File: config.mk
export PLATFORM = sky130hd
export DESIGN_NAME = ifu_fetch_stage
export DESIGN_NICKNAME = d
export VERILOG_FILES = /design/src/rtl/ifu_fetch_stage_pkg.sv /design/src/rtl/ifu_fetch_stage.sv
export SDC_FILE = /design/constraint.sdc
export NUM_CORES = 1
export LEC_CHECK = 0
export ABC_AREA = 1
export CAP_MARGIN = 20
export CORE_ASPECT_RATIO = 1.25
export CORE_UTILIZATION = 50
export CTS_CLUSTER_SIZE = 40
export DETAILED_ROUTE_END_ITERATION = 8
export DONT_BUFFER_PORTS = 1
export PLACE_DENSITY = 0.76
export SYNTH_ARGS = -nofsm -noshare
export SYNTH_HDL_FRONTEND = slang
export SYNTH_SLANG_ARGS = --single-unit
File: constraint.sdc
create_clock -name clk -period 3.73 [get_ports clk]
set_input_delay 0.5595 -clock clk [delete_from_list [all_inputs] [get_ports clk]]
set_output_delay 0.5595 -clock clk [all_outputs]
set_load 0.05 [all_outputs]
File: src/rtl/ifu_fetch_stage_pkg.sv
// Shared definitions for the instruction fetch stage: FSM encoding, AXI response codes,
// and the default boot PC.
package ifu_fetch_stage_pkg;

  typedef enum logic [1:0] {
    S_ADDR = 2'd0,
    S_DATA = 2'd1,
    S_OUT  = 2'd2,
    S_DROP = 2'd3
  } fetch_state_e;

  localparam logic [1:0]  RESP_OKAY        = 2'b00;
  localparam logic [31:0] DEFAULT_RESET_PC = 32'h3000_0000;

endpackage

File: src/rtl/ifu_fetch_stage.sv
// Single-outstanding instruction fetch with static pc+4 prediction.
// AR/R read channel upstream, valid/ready to decode downstream, redirect from execute.
module ifu_fetch_stage
  import ifu_fetch_stage_pkg::*;
#(
  parameter int                 ADDR_W   = 32,
  parameter int                 DATA_W   = 32,
  parameter logic [ADDR_W-1:0]  RESET_PC = ADDR_W'(DEFAULT_RESET_PC)
) (
  input  logic              clk,
  input  logic              rst,
  output logic              out_valid,
  input  logic              out_ready,
  output logic [DATA_W-1:0] inst_o,
  output logic [ADDR_W-1:0] pc_o,
  output logic [ADDR_W-1:0] pc_predict_o,
  input  logic              control_hazard,
  input  logic [ADDR_W-1:0] redirect_pc,
  output logic [ADDR_W-1:0] araddr,
  output logic              arvalid,
  input  logic              arready,
  input  logic [DATA_W-1:0] rdata,
  input  logic [1:0]        rresp,
  input  logic              rvalid,
  output logic              rready,
  output logic              fetch_err
);

  fetch_state_e      state, state_nxt;
  logic [ADDR_W-1:0] pc, pc_nxt;
  logic [ADDR_W-1:0] req_addr, req_addr_nxt;
  logic [ADDR_W-1:0] seq_pc;
  logic              stale, stale_nxt;
  logic              latch;

  assign seq_pc = req_addr + ADDR_W'(4);

  assign araddr    = req_addr;
  assign arvalid   = (state == S_ADDR) && !rst;
  assign rready    = ((state == S_DATA) || (state == S_DROP)) && !rst;
  assign out_valid = (state == S_OUT) && !control_hazard && !rst;

  // stale marks an AR still on the bus that a redirect has already made wrong-path;
  // its response must be swallowed through S_DROP once the address is accepted.
  always_comb begin
    state_nxt    = state;
    pc_nxt       = pc;
    req_addr_nxt = req_addr;
    stale_nxt    = stale;
    latch        = 1'b0;
    case (state)
      S_ADDR: begin
        if (arready) begin
          state_nxt = (stale || control_hazard) ? S_DROP : S_DATA;
          stale_nxt = 1'b0;
        end else if (control_hazard) begin
          stale_nxt = 1'b1;
        end
      end
      S_DATA: begin
        if (rvalid && !control_hazard) begin
          latch     = 1'b1;
          pc_nxt    = seq_pc;
          state_nxt = S_OUT;
        end else if (rvalid) begin
          state_nxt = S_ADDR;
        end else if (control_hazard) begin
          state_nxt = S_DROP;
        end
      end
      S_OUT: begin
        if (control_hazard || out_ready) begin
          state_nxt    = S_ADDR;
          req_addr_nxt = pc;
        end
      end
      S_DROP: begin
        if (rvalid) begin
          state_nxt    = S_ADDR;
          req_addr_nxt = pc;
        end
      end
      default: state_nxt = S_ADDR;
    endcase
    // A redirect always retargets pc; req_addr only moves when a fresh request starts,
    // so an AR already waiting in S_ADDR keeps its address stable.
    if (control_hazard) begin
      pc_nxt = redirect_pc;
      if ((state_nxt == S_ADDR) && (state != S_ADDR))
        req_addr_nxt = redirect_pc;
    end
  end

  always_ff @(posedge clk) begin
    if (rst) begin
      state        <= S_ADDR;
      pc           <= RESET_PC;
      req_addr     <= RESET_PC;
      stale        <= 1'b0;
      inst_o       <= '0;
      pc_o         <= '0;
      pc_predict_o <= '0;
      fetch_err    <= 1'b0;
    end else begin
      state    <= state_nxt;
      pc       <= pc_nxt;
      req_addr <= req_addr_nxt;
      stale    <= stale_nxt;
      if (latch) begin
        inst_o       <= rdata;
        pc_o         <= req_addr;
        pc_predict_o <= seq_pc;
        if (rresp != RESP_OKAY)
          fetch_err <= 1'b1;
      end
    end
  end

endmodule

==> metrics.md <==
| Metric | Value |
|---|---|
| Leak Pwr | 3.33 nW |
| Worst Path Arrival | 2.66 ns |
| P_int | 0.00306 W |
| Share of power burned in registers | 0.491 |
| Largest net degree at the start of global routing | 78 |
| Chip width | 109 um |
| Area Overhead vs Synth | 9.08% |
| Via count | 6597 |
| Top Layer Used | met4 |
| CP Cell Sequence | ha_1 -> nand2_1 -> nor2_4 -> nand2_2 -> nor2_1 -> nand2_1 -> nand2_1 -> nand2_1 -> o21ai_0 -> inv_1 |
| Initial DRC count | 473 |
| Yosys reg bits | 162 |
| Yosys warns | 0 |
| DRC errors left | 0 |
| Final setup TNS | 0 ns |
| Minimum clock period | 2.34 ns |
| Hold_sp | rst |
| Status | completed |
| RR Endpoint | pc_predict_o[28]$_SDFFE_PP0P_ |
| Critical path peak fanout | 9 |
| Hold Buf Count CTS | 0 |
| Port bufs | 0 |
| Kind of critical path | flop to flop |
| Clk Latency, worst-skew pair | 0.43 ns |
| Met1 WL | 8100 um |
| Total of max-cap violations | 0 |
| R2R setup slack | 1.39 ns |
| Nets | 1095 |
| Met2 WL | 9530 um |
| Switch Pwr | 0.00135 W |
| Crit path capture type | flop |
| Post-route ant nets | 0 |
| Final setup violation count | 0 |
| DR pass1 iterations | 5 |
| Hold Path End | pc_predict_o[5]$_SDFFE_PP0P_ |
| Syn Nets | 1127 |
| CTS tree | yes |
| Switching Share | 0.307 |
| Slew margin rel. | 0.356 |
| Cell Area, Synth | 0.00720 mm2 |
| Core footprint | 0.0139 mm2 |
| Initial core utilization | 0.517 |
| GP Congestion | 0.920 |
| H-tree depth | 4 |
| Post-synth EDFFs | 0 |
| Routed wire per std cell | 16.5 um |
| CP most frequent cell | nand2_1 |
| Family with the most delay on the worst path | simple AND/OR/NAND/NOR gates |
| Pwr/cell area | 561 mW/mm2 |
| Ys flop type | dfxtp_1 |
| First-pass GRT wire length | 30600 um |
| Die Area | 0.0149 mm2 |
| Synth unique cells | 31 |
| Hold depth | 1 |
| Required time of the critical path | 4.06 ns |
| CP Launch Type | flop |
| Clk sinks | 162 |
| Reg2reg start | araddr[2]$_SDFF_PP0_ |
| Worst reg2reg path depth | 10 |
| Total CTS buffers | 17 |
| Max Clock Skew | 0.00775 ns |
| Critical path's slowest cell | dfxtp_1 |
| Clock power share | 0.420 |
| Vias per cell | 5.45 |
| Mapped Cells | 1054 |
| Worst Path Buf+Inv | 1 |
| DP Wirelength | 13700 um |
| Die Y | 136 um |
| Diodes inserted | 0 |
| Tcrit/Tclk final | 0.627 |
| Ys async rst share | 0 |
| Worst vdd ir | 0.410 mV |
| Finished Cell Area | 0.00786 mm2 |
| Initial antenna violation count | 0 |
| Fmax | 427 MHz |
| Post-cts resize count | 0 |
| Clock Path Buffers | 2 |
| CP max stage delay | 0.83 ns |
| Slew @ Worst Pin | 0.965 ns |
| Total Power | 0.00441 W |
| GRT Residual Overflow | 0 |
| Max Slew Vio Count | 0 |
| Io pins | 204 |
| Clk slew on worst S/H paths | 0.06 ns |
| Root Buffer | clkbuf_16 |
| Total routed wirelength | 20000 um |
| Total GRT Usage | 0.269 |
| Final hold vios | 0 |
| Layout cell share with drive strength beyond 1 | 0.0589 |
| Seq/Total Area, Yosys | 0.450 |
| Vias in the first global route | 5895 |
| Placed inst area | 0.00723 mm2 |
| Hold/Removal Path Class | input pin to flop |
| Syn_area_per_cell | 6.84 um2 |
| WL met3 | 1930 um |
| Num rows | 48 |
| Combinational share of power | 0.089 |
| Post-CTS Setup Bufs | 0 |
| RSZ-0062 raised after global routing | no |
-- stage by stage --
step                      std cells  setup slack, ns  hold slack, ns  utilization
after floorplan                1054            0.716           0.437            -
after global placement         1178             1.42           0.448        0.519
after detailed placement       1178             1.39           0.461        0.519
after CTS                      1210             1.38           0.177        0.564
after global routing           1210             1.11           0.167        0.564
final                          1210             1.39           0.189        0.564
-- cell usage after synthesis, types with 3 or more instances --
master    count  share of area
nand3_1      30          0.021
dfxtp_1     162           0.45
inv_1       127          0.066
inv_2         4         0.0021
o21ai_1      50          0.035
o21ai_0      87          0.060
nand2_1     210           0.11
buf_4         6         0.0063
a31oi_1       9         0.0078
clkbuf_1     31          0.016
nor2_4        3         0.0047
nand2_2       3         0.0026
nor2_1      177          0.092
o22ai_1      21          0.018
a21oi_1      84          0.058
xor2_1       10          0.012
buf_2        22          0.015
-- how the worst max path moves through the flow --
stage	cells past startpoint	startpoint	slack, ns	end
6_report	10	araddr[2]$_SDFF_PP0_	1.39	pc_predict_o[28]$_SDFFE_PP0P_
5_1_grt	10	araddr[2]$_SDFF_PP0_	1.11	pc_predict_o[28]$_SDFFE_PP0P_
4_1_cts	10	araddr[2]$_SDFF_PP0_	1.38	pc_predict_o[28]$_SDFFE_PP0P_
3_5_place_dp	10	araddr[2]$_SDFF_PP0_	1.39	pc_predict_o[28]$_SDFFE_PP0P_
3_3_place_gp	10	araddr[2]$_SDFF_PP0_	1.42	pc_predict_o[28]$_SDFFE_PP0P_
2_1_floorplan	3	control_hazard	0.72	out_valid
-- registers in the layout (all words and copies together) (netlist names) --
name / cells
araddr: 32
state: 2
inst_o: 32
fetch_err: 1
pc: 32
pc_o: 32
stale: 1
pc_predict_o: 30
-- per-layer routing --
layer	vias up	global-route usage
met1	3026	0.317
met4	0	0.102
met5	-	0
li1	3282	-
met3	34	0.0920
met2	255	0.448
-- area by class of cell --
type	instances	area (um2)
Timing Repair Buffer	11	95.1
Sequential cell	162	3240
Inverter	131	494
Tap cell	175	219
Clock buffer	19	453
Clock inverter	13	171
Multi-Input combinational cell	699	3180
Fill cell	1342	6070
-- power by group through the flow --
stage / Sequential [W] / Clock, W / Combinational [W]
floorplan: 0.00217 / 0 / 0.000327
global placement: 0.00220 / 0 / 0.000383
detailed placement: 0.00220 / 0 / 0.000390
CTS: 0.00216 / 0.00187 / 0.000392
global route: 0.00218 / 0.00195 / 0.000447
finish: 0.00216 / 0.00185 / 0.000394
-- cell families after synthesis --
| logic type | Yosys count | synth area share |
|---|---|---|
| xor gates and xnor gates | 11 | 0.0134 |
| and+or+nand+nor | 433 | 0.242 |
| buffers and inverters | 193 | 0.110 |
| AOI/OAI and AO/OA | 254 | 0.183 |
| adders and majority gates | 1 | 0.00174 |
| DFF | 162 | 0.450 |
-- cell usage in the layout, fill, tap and decap left out, drive strengths merged --
cell	netlist	layout
nor3	3	3
dfxtp	162	162
xnor2	1	1
clkinvlp	0	1
bufinv	0	3
ha	1	1
nor4	1	1
o22ai	21	21
nand3b	1	1
nor2	183	183
a21oi	84	84
clkinv	0	2
o21ai	137	137
nand4	1	1
buf	31	11
xor2	10	10
nand2	214	214
inv	131	138
clkbuf	31	19
nand3	30	30
o211ai	2	2
a311oi	1	1
a31oi	9	9
-- worst reg2reg max path, cell delays in order, from the launching register on --
cell and delay [ns]:
dfxtp_1 0.83, ha_1 0.33, nand2_1 0.12, nor2_4 0.17, nand2_2 0.15, nor2_1 0.24
nand2_1 0.08, nand2_1 0.06, nand2_1 0.08, o21ai_0 0.14, inv_1 0.05
Power figures use the tool's default switching activity.
